### src/rtl/audio_pkg.sv
// Shared audio-path types: the PCM sample type, playback FSM states and the
// fixed upsample ratio between the 6 kHz file rate and the 48 kHz AC97 frame rate.
package audio_pkg;

  typedef logic signed [7:0] sample_t;

  typedef enum logic [1:0] {
    IDLE  = 2'd0,
    PRIME = 2'd1,
    LOAD  = 2'd2,
    RUN   = 2'd3
  } state_t;

  localparam int UPSAMPLE_LOG2 = 3;

endpackage

### src/rtl/playback_interp_if.sv
// Sample stream from the flash read sequencer into the playback interpolator.
//
// Handshake: in_req is a level permit from the slave. The master may strobe
// in_valid for one cycle with in_sample while in_req is high (or up to 2 cycles
// after it falls); a strobe is taken if the FIFO has room or is popped in that
// same cycle, otherwise the sample is dropped and the slave flags overflow.
interface playback_interp_if;
  import audio_pkg::*;

  sample_t in_sample;
  logic    in_valid;
  logic    in_req;

  modport master (output in_sample, output in_valid, input in_req);
  modport slave  (input in_sample, input in_valid, output in_req);

endinterface

### src/rtl/sample_fifo.sv
// Small first-word-fall-through FIFO; DEPTH must be a power of two so the
// pointers wrap by plain overflow. A pop of a full FIFO makes room for a push.
module sample_fifo #(
  parameter int DEPTH = 4,
  parameter int WIDTH = 8
) (
  input  logic                     clock,
  input  logic                     reset,
  input  logic                     flush,
  input  logic                     push,
  input  logic                     pop,
  input  logic [WIDTH-1:0]         din,
  output logic [WIDTH-1:0]         dout,
  output logic [$clog2(DEPTH):0]   count,
  output logic                     full,
  output logic                     empty
);

  localparam int AW = $clog2(DEPTH);
  localparam int CW = AW + 1;

  logic [WIDTH-1:0] mem [DEPTH];
  logic [AW-1:0]    rd_ptr;
  logic [AW-1:0]    wr_ptr;
  logic             do_push;
  logic             do_pop;

  assign full    = (count == CW'(DEPTH));
  assign empty   = (count == '0);
  assign do_pop  = pop && !empty;
  assign do_push = push && (!full || do_pop);
  assign dout    = mem[rd_ptr];

  always_ff @(posedge clock) begin
    if (reset || flush) begin
      rd_ptr <= '0;
      wr_ptr <= '0;
      count  <= '0;
    end else begin
      if (do_push) begin
        mem[wr_ptr] <= din;
        wr_ptr      <= wr_ptr + 1'b1;
      end
      if (do_pop) begin
        rd_ptr <= rd_ptr + 1'b1;
      end
      if (do_push && !do_pop) begin
        count <= count + 1'b1;
      end else if (do_pop && !do_push) begin
        count <= count - 1'b1;
      end
    end
  end

endmodule

### src/rtl/playback_interp.sv
// Playback stage: buffers 6 kHz PCM samples and emits one linearly interpolated,
// volume-attenuated sample per AC97 ready pulse through a 2-stage pipeline.
module playback_interp
  import audio_pkg::*;
#(
  parameter int FIFO_DEPTH = 4,
  parameter int PHASE_BITS = UPSAMPLE_LOG2
) (
  input  logic                         clock,
  input  logic                         reset,
  input  logic                         enable,
  input  logic                         ready,
  input  logic [2:0]                   volume,
  playback_interp_if.slave             src,
  output sample_t                      to_ac97_data,
  output logic                         underrun,
  output logic                         overflow,
  output state_t                       fsm_state,
  output logic [$clog2(FIFO_DEPTH):0]  fifo_count
);

  localparam int CW = $clog2(FIFO_DEPTH) + 1;
  localparam int PW = 9 + PHASE_BITS;

  state_t                state;
  state_t                state_d;
  sample_t               prev_q;
  sample_t               next_q;
  logic [PHASE_BITS-1:0] phase_q;

  logic    fifo_pop;
  logic    fifo_push;
  logic    fifo_flush;
  logic    fifo_full;
  logic    fifo_empty;
  sample_t fifo_dout;
  logic    clear_flags;
  logic    phase_wrap;
  logic    starve;
  logic    drop;

  logic signed [8:0]    diff;
  logic signed [PW-1:0] prod;

  logic                 s1_valid;
  logic signed [PW-1:0] s1_prod;
  sample_t              s1_base;
  logic [2:0]           s1_vol;
  logic signed [PW-1:0] sum;
  sample_t              interp;

  sample_fifo #(.DEPTH(FIFO_DEPTH), .WIDTH(8)) u_fifo (
    .clock (clock),
    .reset (reset),
    .flush (fifo_flush),
    .push  (fifo_push),
    .pop   (fifo_pop),
    .din   (src.in_sample),
    .dout  (fifo_dout),
    .count (fifo_count),
    .full  (fifo_full),
    .empty (fifo_empty)
  );

  // The FIFO is held empty in IDLE and emptied on the edge enable drops.
  assign fifo_flush = (state == IDLE) || !enable;
  assign fifo_push  = src.in_valid && (state != IDLE);
  assign src.in_req = enable && (state != IDLE) && !fifo_full;
  assign fsm_state  = state;

  assign phase_wrap = (state == RUN) && ready && (&phase_q);
  assign starve     = enable && phase_wrap && fifo_empty;
  assign drop       = enable && fifo_push && fifo_full && !fifo_pop;

  always_ff @(posedge clock) begin
    if (reset) begin
      state <= IDLE;
    end else begin
      state <= state_d;
    end
  end

  always_comb begin
    state_d     = state;
    fifo_pop    = 1'b0;
    clear_flags = 1'b0;
    case (state)
      IDLE: begin
        if (enable) begin
          state_d     = PRIME;
          clear_flags = 1'b1;
        end
      end
      PRIME: begin
        if (fifo_count >= CW'(2)) begin
          fifo_pop = 1'b1;
          state_d  = LOAD;
        end
      end
      LOAD: begin
        fifo_pop = 1'b1;
        state_d  = RUN;
      end
      RUN: begin
        fifo_pop = phase_wrap && !fifo_empty;
      end
      default: state_d = IDLE;
    endcase
    if (!enable) begin
      state_d  = IDLE;
      fifo_pop = 1'b0;
    end
  end

  always_ff @(posedge clock) begin
    if (reset || fifo_flush) begin
      prev_q  <= '0;
      next_q  <= '0;
      phase_q <= '0;
    end else begin
      case (state)
        PRIME: if (fifo_pop) prev_q <= fifo_dout;
        LOAD: begin
          next_q  <= fifo_dout;
          phase_q <= '0;
        end
        RUN: begin
          if (ready) begin
            phase_q <= phase_q + 1'b1;
            if (&phase_q) begin
              prev_q <= next_q;
              // With nothing buffered the segment extends flat at next_q.
              if (!fifo_empty) next_q <= fifo_dout;
            end
          end
        end
        default: ;
      endcase
    end
  end

  assign diff = $signed({next_q[7], next_q}) - $signed({prev_q[7], prev_q});
  assign prod = PW'(diff) * PW'($signed({1'b0, phase_q}));

  // Stage 1: product and base sample; pulses outside RUN feed zeros.
  always_ff @(posedge clock) begin
    if (reset) begin
      s1_valid <= 1'b0;
      s1_prod  <= '0;
      s1_base  <= '0;
      s1_vol   <= '0;
    end else begin
      s1_valid <= ready;
      if (ready) begin
        s1_vol <= volume;
        if (state == RUN) begin
          s1_prod <= prod;
          s1_base <= prev_q;
        end else begin
          s1_prod <= '0;
          s1_base <= '0;
        end
      end
    end
  end

  // The interpolant always lies between prev and next, so the low 8 bits suffice.
  assign sum    = PW'(s1_base) + (s1_prod >>> PHASE_BITS);
  assign interp = sum[7:0];

  always_ff @(posedge clock) begin
    if (reset) begin
      to_ac97_data <= '0;
    end else if (s1_valid) begin
      to_ac97_data <= interp >>> s1_vol;
    end
  end

  always_ff @(posedge clock) begin
    if (reset || clear_flags) begin
      underrun <= 1'b0;
      overflow <= 1'b0;
    end else begin
      if (starve) underrun <= 1'b1;
      if (drop)   overflow <= 1'b1;
    end
  end

endmodule

### src/flat_wrapper.sv
// flat-port wrapper written by rule: the top's interface ports become plain ports
module playback_interp_flat import audio_pkg::*;
#(
  parameter int FIFO_DEPTH = 4,
  parameter int PHASE_BITS = UPSAMPLE_LOG2
)
  (clock, reset, enable, ready, volume, to_ac97_data, underrun, overflow, fsm_state, fifo_count, src_in_sample, src_in_valid, src_in_req);
  playback_interp_if src_i ();
  input  logic clock;
  input  logic reset;
  input  logic enable;
  input  logic ready;
  input  logic [2:0] volume;
  output sample_t to_ac97_data;
  output logic underrun;
  output logic overflow;
  output state_t fsm_state;
  output logic [$clog2(FIFO_DEPTH):0] fifo_count;
  input wire logic [$bits(src_i.in_sample)-1:0] src_in_sample;
  input wire logic [$bits(src_i.in_valid)-1:0] src_in_valid;
  output wire logic [$bits(src_i.in_req)-1:0] src_in_req;
  assign src_i.in_sample = src_in_sample;
  assign src_i.in_valid = src_in_valid;
  assign src_in_req = src_i.in_req;
  playback_interp #(.FIFO_DEPTH(FIFO_DEPTH), .PHASE_BITS(PHASE_BITS)) u_core (.clock(clock), .reset(reset), .enable(enable), .ready(ready), .volume(volume), .src(src_i), .to_ac97_data(to_ac97_data), .underrun(underrun), .overflow(overflow), .fsm_state(fsm_state), .fifo_count(fifo_count));
endmodule
### config.mk
export PLATFORM = sky130hd
export DESIGN_NAME = playback_interp_flat
export DESIGN_NICKNAME = d
export VERILOG_FILES = /design/src/rtl/audio_pkg.sv /design/src/rtl/playback_interp_if.sv /design/src/rtl/sample_fifo.sv /design/src/rtl/playback_interp.sv /design/src/flat_wrapper.sv
export SDC_FILE = /design/constraint.sdc
export NUM_CORES = 1
export LEC_CHECK = 0
export ABC_AREA = 1
export CAP_MARGIN = 20
export CORE_MARGIN = 2
export CORE_UTILIZATION = 60
export DETAILED_ROUTE_END_ITERATION = 8
export PLACE_DENSITY = 0.8
export SETUP_SLACK_MARGIN = 0.5
export SKIP_LAST_GASP = 1
export SYNTH_ARGS = -nofsm -noshare
export SYNTH_HDL_FRONTEND = slang
export SYNTH_SLANG_ARGS = --single-unit
### constraint.sdc
create_clock -name clock -period 3.9 [get_ports clock]
set_input_delay 1.17 -clock clock [delete_from_list [all_inputs] [get_ports clock]]
set_output_delay 1.17 -clock clock [all_outputs]
set_load 0.05 [all_outputs]
## After elaboration in Yosys (flattened, before gate mapping)

Memory sizes are Yosys's and may differ from the RTL's. A register that Yosys moved wholly into a read port is not among the register bits.
Index checks and enable logic that the tools add are counted.

| word-level totals | value |
|---|---|
| memories | 1 |
| input bits | 16 |
| logic and storage cells | 99 |
| bits in latches | 0 |
| RAM bits | 32 |
| bits in registers | 61 |
| memory bits (read-only) | 0 |

| cells by class | value |
|---|---|
| order comparisons | 1 |
| bitwise logic cells | 1 |
| div/mod/pow operators | 0 |
| multiply operators | 1 |
| mux-type cells | 26 |
| add/subtract/negate cells | 7 |
| reductions and logical operators | 38 |
| shift operators | 1 |
| eq/ne operators | 9 |

Memories:

| name | depth | bits a word | rd ports | clocked after memory_dff | write ports | RTL line | RTL |
|---|---|---|---|---|---|---|---|
| u_core.u_fifo.mem | 4 | 8 | 1 | 1 | 1 | sample_fifo.sv:22 | `logic [WIDTH-1:0] mem [DEPTH];` |

Operators by type and width:

| operator | number |
|---|---|
| $mux 8 | 7 |
| $pmux 8 s2 | 2 |
| $logic_and 1x1->1 | 15 |
| $mul 9x4->11 | 1 |
| $mux 11 | 1 |
| $mux 3 | 3 |
| $sub 8x8->9 | 1 |
| $add 8x8->8 | 1 |
| $reduce_and 4->1 | 2 |
| $reduce_bool 2->1 | 4 |
| $sshr 8x3->8 | 1 |
| $mux 1 | 7 |
| $add 3x1->3 const B | 2 |
| $logic_not 1->1 | 6 |
| $mux 2 | 3 |
| $ne 2x2->1 const B | 3 |
| $pmux 2 s3 | 1 |
| $pmux 3 s2 | 1 |
| $add 2x1->2 const B | 2 |
| $eq 2x2->1 const B | 2 |
| $logic_or 1x1->1 | 4 |
| $ne 2x1->1 const B | 2 |
| $reduce_and 2->1 | 2 |
| $eq 3x3->1 const B | 1 |
| 10 further kinds | 10 |

## Longest topological paths before layout

Gate-level depths: netlist of run 1.

| logic depth | value |
|---|---|
| depth after elaboration | 13 |
| gate-level depth with buffers | 24 |
| gate-level depth less buffers | 24 |

## Modules after synthesis

A second synthesis of run 1 with hierarchy kept.

| unflattened totals | value |
|---|---|
| cell total of the unflattened synthesis | 717 |
| area, all modules | 5521.5 um^2 |

Modules (own cells, without submodules):

| module | times used | area each (um^2) | cells an instance |
|---|---|---|---|
| playback_interp | 1 | 3808.7 | 567 |
| sample_fifo | 1 | 1712.9 | 150 |

## Worst setup path before layout of run 1

No wires, ideal clock.

| timing | value |
|---|---|
| path kind | flip-flop to flip-flop |
| from | register u_core.next_q[0] |
| to | register u_core.s1_prod[10] |
| setup slack | 0.414 ns |
| library setup time | 0.132 ns |
| period minus slack after synthesis | 3.486 ns |
| cell stages (with the launch flop) | 23 |
| data required time | 3.768 ns |
| arrival | 3.354 ns |
| cell sequence | dfxtp_1 inv_1 ha_1 fa_1 inv_1 nand2_1 nand2_1 nand2_1 o21bai_1 xor2_1 inv_1 nor2_1 ha_1 inv_1 fa_1 inv_1 ha_1 a21oi_1 o21ai_0 a31oi_1 nand3_1 nand3_1 a21oi_1 |

| between the ends | value |
|---|---|
| word-level cells in the longest chain between the ends | 3 |

Ends and longest elaborated chain:

| what | RTL line | RTL |
|---|---|---|
| start, declared | playback_interp.sv:28 | `sample_t next_q;` |
| start signal, assigned | playback_interp.sv:124 | `next_q <= fifo_dout;` |
| start signal, assigned | playback_interp.sv:133 | `if (!fifo_empty) next_q <= fifo_dout;` |
| $sub 8x8->9 | playback_interp.sv:142 | `assign diff = $signed({next_q[7], next_q}) - $signed({prev_q[7], prev_q});` |
| $mul 9x4->11 | playback_interp.sv:143 | `assign prod = PW'(diff) * PW'($signed({1'b0, phase_q}));` |
| $mux 11 | playback_interp.sv:156 | `if (state == RUN) begin` |
| end signal, assigned | playback_interp.sv:157 | `s1_prod <= prod;` |
| end, declared | playback_interp.sv:46 | `logic signed [PW-1:0] s1_prod;` |

No other way between the ends.
A chain may end at the register's enable or synchronous reset.

## Worst setup path in the final report of run 1

| timing | value |
|---|---|
| from | register u_core.prev_q[2] |
| to | register u_core.s1_prod[10] |

| between the ends | value |
|---|---|
| word-level cells in the longest chain between the ends | 3 |

Ends and longest elaborated chain:

| what | RTL line | RTL |
|---|---|---|
| start, declared | playback_interp.sv:27 | `sample_t prev_q;` |
| start signal, assigned | playback_interp.sv:122 | `PRIME: if (fifo_pop) prev_q <= fifo_dout;` |
| start signal, assigned | playback_interp.sv:131 | `prev_q <= next_q;` |
| $sub 8x8->9 | playback_interp.sv:142 |  |
| $mul 9x4->11 | playback_interp.sv:143 |  |
| $mux 11 | playback_interp.sv:156 |  |

No other way between the ends.

==> summary.md, run 1 <==
| Metric | Value |
|---|---|
| Worst EP required | approximately 4.2 ns |
| Htree depth | 3 |
| # nets final | slightly above 800 |
| Vias in the first global route | around 4600 |
| Clock Tree Buf Depth | 2 |
| Outcome | finished clean |
| Core Footprint | between 8000 and 9000 sq um |
| CTS tree | yes |
| Type of the worst setup path | flop to flop |
| Post-route DRC | 0 |
| Area Growth Syn to Fin | 20.2% |
| Final Hold Viols | 0 |
| RSZ-0062 raised after global routing | true |
| Delay-heaviest family, CP | adder cells |
| Starting density of the core | 0.623 |
| Critical Path Fanout Max | 4 |
| Worst Hold Depth | 2 |
| Placed inst area | approximately 6000 sq um |
| Boundary Pins | 32 |
| Startpoint Class | flop |
| Post-synth net total | between 700 and 800 |
| Die area | 9930 sq um |
| Slew @ Worst Pin | a little under 0.7 ns |
| Data arrival, critical path | roughly 4.0 ns |
| Most common cell after layout, fill and taps aside | nand2_1 |
| Period utilisation layout | 0.940 |
| Fin crit period | around 3.7 ns |
| Slew Viols, Final | 0 |
| Cts bufs inserted | 9 |
| Synth Instances | approximately 690 |
| Max_cap viols | 0 |
| Syn avg cell area | ~8.0 sq um |
| Design area | 6600 sq um |
| Via density per instance | 5.53 |
| Clk_lat worst skew | 0.36 ns |
| Max Freq | about 270 MHz |
| Seq cells post-synth | 92 |
| Total wire length | around 13000 um |
| Post-DP HPWL | 8550 um |
| Wire length of the first global-routing pass | 20100 um |
| Worst vdd ir | about 0.00027 V |
| Post-route ant nets | 0 |
| DR WL/cell | 14.8 um |
| Synth Warn # | 0 |
| Mapped Area | approximately 5500 sq um |
| Relative slew slack | 0.545 |
| Setup_tns | 0 ns |
| ANT cells | 0 |
| Skew final | about 0.012 ns |
| Worst min-delay path class | flop to flop |
| Max stage delay on crit path | between 0.5 and 0.6 ns |
| Largest net degree at the start of global routing | 24 |
| GRT overflow | 0 |
| PD cells | roughly 280 nW/um^2 |
| GRT Total Usage | 0.249 |
| Worst path bufs/invs | 4 |
| Vias | roughly 4700 |
| Crit-path slowest cell | fa_1 |
| Antenna violations before repair | 0 |
| Worst r2r path cells | 21 |
| Iter 0 DRT Violations | ~200 |
| CP endpoint kind | flop |
| IO buf count | 31 |
| RD Place Congestion | just under 0.9 |
| Layout cells sized above 1 | 0.171 |
| Drt pass-1 iters | 5 |
| Setup violators final | 0 |
| Seq/Total Area, Yosys | 0.394 |
| Most frequent cells in the layout | 130 x nand2_1, 89 x inv_1, 73 x a21oi_1, 56 x dfxtp_1, 42 x nor2_1 |
| Clk sinks | 92 |
| CTS clk-pin slew, worst paths | approximately 0.10 ns |
| Critical Path Stages | 21 |
| Die Ht | between 90 and 100 um |
| CTS root buffer | clkbuf_8 |
| Chip width | roughly 100 um |
| Cell Rows | 34 |
| Leak Pwr | 2.85 nW |
| Crit-path cells | inv_1 > ha_4 > a21oi_2 > o21ai_2 > a21oi_1 > nor2_1 > nor2_1 > xor2_2 > nor2_1 > ha_2 > inv_2 > fa_1 > inv_2 > ha_4 > a21oi_2 > o21ai_2 > a31oi_4 > inv_1 > nand2_1 > nand3_2 > a21oi_2 |
| Synth unique cells | a little over 40 |
## registers in the layout, indices dropped and copies added, names as in the netlist, 3 cells and up, named ones only
signal / cells
u_core.u_fifo.mem: 32
u_core.next_q: 8
u_core.prev_q: 8
u_core.s1_base: 8
u_core.s1_prod: 8
u_core.to_ac97_data: 8
u_core.phase_q: 3
u_core.s1_vol: 3
u_core.u_fifo.count: 3
## per-stage QoR
step	util	hold slack, ns	cells	total power, mW	worst slack [ns]
final	0.749	0.465	850	1.87	0.233
after floorplan	-	0.440	688	1.15	0.540
after detailed placement	0.672	0.460	814	1.21	0.126
after CTS	0.721	0.460	842	1.85	0.363
after global routing	0.749	0.498	850	1.93	0.0365
after global placement	0.672	0.456	814	1.21	0.251
## cell usage after synthesis, drive strengths merged
master	count	area, sq um
xor2	10	87.6
a41oi	1	8.76
o31ai	1	7.51
mux2i	1	10.0
ha	44	551
nor3	2	10.0
o211ai	3	27.5
edfxtp	32	961
nand3b	1	7.51
a31oi	3	18.8
clkbuf	10	37.5
nand2	145	569
a21o	2	15.0
fa	11	220
nand4	3	18.8
dfxtp	60	1200
inv	103	387
o21a	1	7.51
a21oi	83	415
xnor2	2	17.5
nand3	42	210
o21bai	1	7.51
or2	4	25.0
o22ai	1	6.26
a211oi	1	7.51
clkinv	2	8.75
nor2	51	231
a32o	8	80.1
buf	9	68.8
o21ai	51	267
## worst register-to-register path, cell delays in order, from the launching register on
cell     delay, ns
dfxtp_1       0.35
inv_1         0.09
ha_4          0.26
a21oi_2       0.18
o21ai_2       0.10
a21oi_1       0.13
nor2_1        0.07
nor2_1        0.19
xor2_2        0.22
nor2_1        0.07
ha_2          0.32
inv_2         0.04
fa_1          0.55
inv_2         0.05
ha_4          0.23
a21oi_2       0.14
o21ai_2       0.08
a31oi_4       0.18
inv_1         0.06
nand2_1       0.07
nand3_2       0.09
a21oi_2       0.14
## worst paths after layout
check,from,end,slack (ns)
worst max-delay path,u_core.prev_q[2],u_core.s1_prod[10],0.23
worst min-delay path,u_core.prev_q[2],u_core.s1_base[2],0.47
worst max register to register,u_core.prev_q[2],u_core.s1_prod[10],0.23
worst min register to register,u_core.prev_q[2],u_core.s1_base[2],0.47
## layout make-up
cell class | instances | area (sq um)
Inverter | 105 | 395
Clock buffer | 10 | 128
Multi-Input combinational cell | 472 | 3170
Sequential cell | 92 | 2170
Timing Repair Buffer | 57 | 529
Fill cell | 626 | 2210
Clock inverter | 6 | 72.6
Tap cell | 108 | 135
## power by group
group	internal, mW	switching (mW)
clock	0.302	0.354
sequential	1.00	0.0136
combinational	0.0760	0.121
## timing repair
action / in CTS / in global routing
hold buffers: 0 / 0
gates resized for setup: 31 / 45
buffers inserted: 12 / 8
pin swaps: 27 / 35
endpoints found under the setup margin: 5 / 8
## metal layers
layer | GRT usage | share of wire | vias to the layer above
met4 | 0.0843 | 0.024 | 0
met5 | 0 | 0 | -
met3 | 0.0485 | 0.030 | 27
li1 | - | - | 2364
met2 | 0.442 | 0.51 | 82
met1 | 0.304 | 0.43 | 2230
## kinds of logic after synthesis
logic type / count (synthesis) / synth area share
xor+xnor: 12 / 0.0191
compound gates: 156 / 0.158
flops: 92 / 0.394
buf+inv: 124 / 0.0914
mux: 1 / 0.00182
simple gates: 248 / 0.195
fa+ha+maj: 55 / 0.140
(Power assumes the default switching activity.)
==> run 2: changes to the inputs <==
--- a/config.mk
+++ b/config.mk
@@ -10,6 +10,8 @@
 export CORE_MARGIN = 2
 export CORE_UTILIZATION = 60
 export DETAILED_ROUTE_END_ITERATION = 8
+export GPL_TIMING_DRIVEN = 0
+export MAX_ROUTING_LAYER = met4
 export PLACE_DENSITY = 0.8
 export SETUP_SLACK_MARGIN = 0.5
 export SKIP_LAST_GASP = 1
==> run 2 against run 1 <==
- global-route usage increased by 1.8 points
- worst hold slack gained 0.015 ns
- die area unchanged
- routed wire length rose by 4.6%
- maximum frequency down 1.3%
- cell count grew 1.9%
- worst setup slack worse by 0.050 ns
- first-iteration DRC count grew 33%
- critical path depth rose by 2
- critical endpoint is now u_core.s1_prod[6]
==> summary.md, run 2 (synthesis gave the netlist of run 1 again) <==
| Metric | Value |
|---|---|
| Slew Viols, Final | 0 (unchanged) |
| Clock power frac | 0.348 (-0.003) |
| Internal power | 1.38 mW (about the same) |
| Htree depth | 3 (unchanged) |
| Max Freq | 269 MHz (-1.3%) |
| Most frequent cells in the layout | 127 x nand2_1, 89 x inv_1, 74 x a21oi_1, 55 x dfxtp_1, 41 x nor2_1 |
| Largest net degree at the start of global routing | 17 (-29%) |
| Wire length of the first global-routing pass | 20900 um (+3.7%) |
| Starting density of the core | 0.623 (unchanged) |
| GRT overflow | 0 (unchanged) |
| Vias | 4870 (+3.6%) |
| Worst vdd ir | 0.000291 V (+8.6%) |
| Comb power frac | 0.109 (+0.004) |
| Cell Rows | 34 (unchanged) |
| CTS clk-pin slew, worst paths | 0.09 ns (about the same) |
| Max reg flops | 32 (unchanged) |
| Hold WS | 0.481 ns (+0.0154 ns) |
| Cts hold-fix bufs | 0 (unchanged) |
| ANT cells | 0 (unchanged) |
| Critical Path Fanout Max | 4 (unchanged) |
| Worst min-delay path class | flop to flop |
| Reg with most FFs | u_core.u_fifo.mem |
| Vias in the first global route | 4654 (+0.61%) |
| Chip width | 99.7 um (unchanged) |
| Outcome | finished clean |
| Met2 wire length | 6870 um (+6.2%) |
| Cts bufs inserted | 9 (unchanged) |
| Setup violators final | 0 (unchanged) |
| Worst EP required | 4.19 ns (about the same) |
| IO buf count | 31 (unchanged) |
| Post-DP HPWL | 9060 um (+6.0%) |
| RD Place Congestion | 0.912 (+3.8%) |
| Total wire length | 13200 um (+4.6%) |
| CTS root buffer | clkbuf_8 |
| Boundary Pins | 32 (unchanged) |
| Area Growth Syn to Fin | 21.8% |
| GRT Total Usage | 0.267 (+0.0177) |
| Clock Tree Buf Depth | 2 (unchanged) |
| Die Ht | 99.7 um (unchanged) |
| Met3 wire length | 450 um (+20%) |
| Top sig layer | met4 |
| Max_cap viols | 0 (unchanged) |
| Antenna violations before repair | 0 (unchanged) |
| Skew final | 0.00842 ns (-0.00371 ns) |
| Relative slew slack | 0.454 (-0.0906) |
| Slew @ Worst Pin | 0.815 ns (+0.134 ns) |
| PD cells | 279 nW/um^2 (-1.6%) |
| CP endpoint kind | flop |
| Net Sw Power | 483 uW (-1.1%) |
| Clk sinks | 92 (unchanged) |
| Core Footprint | 8810 sq um (unchanged) |
| Sequential power share | 0.543 (about the same) |
| Post-route DRC | 0 (unchanged) |
| Fin crit period | 3.72 ns (+0.0500 ns) |
| Most common cell after layout, fill and taps aside | nand2_1 |
| # nets final | 824 (+2.0%) |
| Drt pass-1 iters | 4 (-1) |
| Die area | 9930 sq um (unchanged) |
| CTS tree | yes |
| Period utilisation layout | 0.953 (+0.0128) |
| Type of the worst setup path | flop to flop |
| Leak Pwr | 2.90 nW (+1.7%) |
| WL met1 | 5620 um (+3.0%) |
| Clk_lat worst skew | 0.35 ns (about the same) |
| Sw frac | 0.259 (-0.00224) |
| Final Hold Viols | 0 (unchanged) |
| RSZ-0062 raised after global routing | true |
| DR WL/cell | 15.2 um (+2.7%) |
| Data arrival, critical path | 4.00 ns (+0.04 ns) |
| Startpoint Class | flop |
| Via density per instance | 5.62 (+1.6%) |
| Iter 0 DRT Violations | 264 (+33%) |
| Layout cells sized above 1 | 0.179 (+0.00826) |
| Power Total | 1.86 mW (-0.23%) |
| Post-route ant nets | 0 (unchanged) |
-- run 2: cell types whose count changed in the layout (fill, tap and decap cells not counted), sizes merged --
| cell | before | now |
|---|---|---|
| inv | 104 | 105 |
| clkbuf | 10 | 19 |
| clkinv | 3 | 6 |
| dlymetal6s2s | 1 | 2 |
| clkdlybuf4s50 | 29 | 28 |
| buf | 27 | 33 |
| clkinvlp | 3 | 0 |
-- run 2: path summary, 6_finish.rpt --
| check | slack, ns | cells past startpoint | startpoint | end |
|---|---|---|---|---|
| worst max-delay path | 0.18 | 23 | u_core.next_q[0] | u_core.s1_prod[6] |
| worst max register to register | 0.18 | 23 | u_core.next_q[0] | u_core.s1_prod[6] |
| worst min register to register | 0.48 | 2 | u_core.s1_base[5] | u_core.s1_base[5] |
| worst min-delay path | 0.48 | 2 | u_core.s1_base[5] | u_core.s1_base[5] |
-- run 2: final cells by class --
type | count | area, sq um
multi-input cells | 472 | 3180
flip-flops and latches | 92 | 2170
fillers | 646 | 2120
repair buffers | 54 | 504
inverters | 105 | 395
well taps | 108 | 135
clock buffers | 9 | 124
plain buffers | 19 | 106
clock inverters | 7 | 73.8
-- run 2: stage by stage --
stage | std cells | TNS, ns | cell area, sq um | utilization | setup slack (ns)
floorplan | 688 | 0 | 5520 | - | 0.540
global placement | 827 | -0.0742 | 5970 | 0.678 | -0.0742
detailed placement | 827 | -0.0910 | 5970 | 0.678 | -0.0910
CTS | 857 | 0 | 6420 | 0.729 | 0.305
global route | 866 | 0 | 6690 | 0.760 | 0.0179
finish | 866 | 0 | 6690 | 0.760 | 0.183
-- run 2: power by group through the flow --
stage / clock (mW) / combinational, mW / sequential [mW]
2_1_floorplan: 0 / 0.0983 / 1.05
3_3_place_gp: 0 / 0.176 / 1.03
4_1_cts: 0.648 / 0.191 / 1.01
6_report: 0.647 / 0.204 / 1.01
5_1_grt: 0.687 / 0.223 / 1.01
3_5_place_dp: 0 / 0.180 / 1.03
-- run 2: what timing repair did --
item	4_1_cts	5_1_grt
pin swaps	26	47
gates cloned	0	0
setup endpoints to repair	5	8
gates resized for setup	36	58
setup buffers	14	9
-- run 2: routing by layer --
layer	track usage	up-vias
met2	0.467	105
met4	0.0674	0
met3	0.0351	21
met1	0.328	2349
met5	-	-
li1	-	2395
-- run 2: worst max-delay path: stages, from the launching register on --
cell and delay, ns:
dfxtp_2 0.34, inv_2 0.05, ha_4 0.15, fa_2 0.35
inv_2 0.07, nand2_2 0.05, nand2_2 0.08, nand2_2 0.06
buf_6 0.12, xor2_2 0.17, inv_1 0.08, nor2_1 0.04
ha_1 0.28, inv_2 0.04, fa_1 0.55, inv_2 0.05
ha_4 0.26, a21oi_4 0.17, nand2_4 0.09, buf_4 0.14
buf_4 0.13, a21oi_2 0.12, o21ai_1 0.09, a21oi_1 0.15
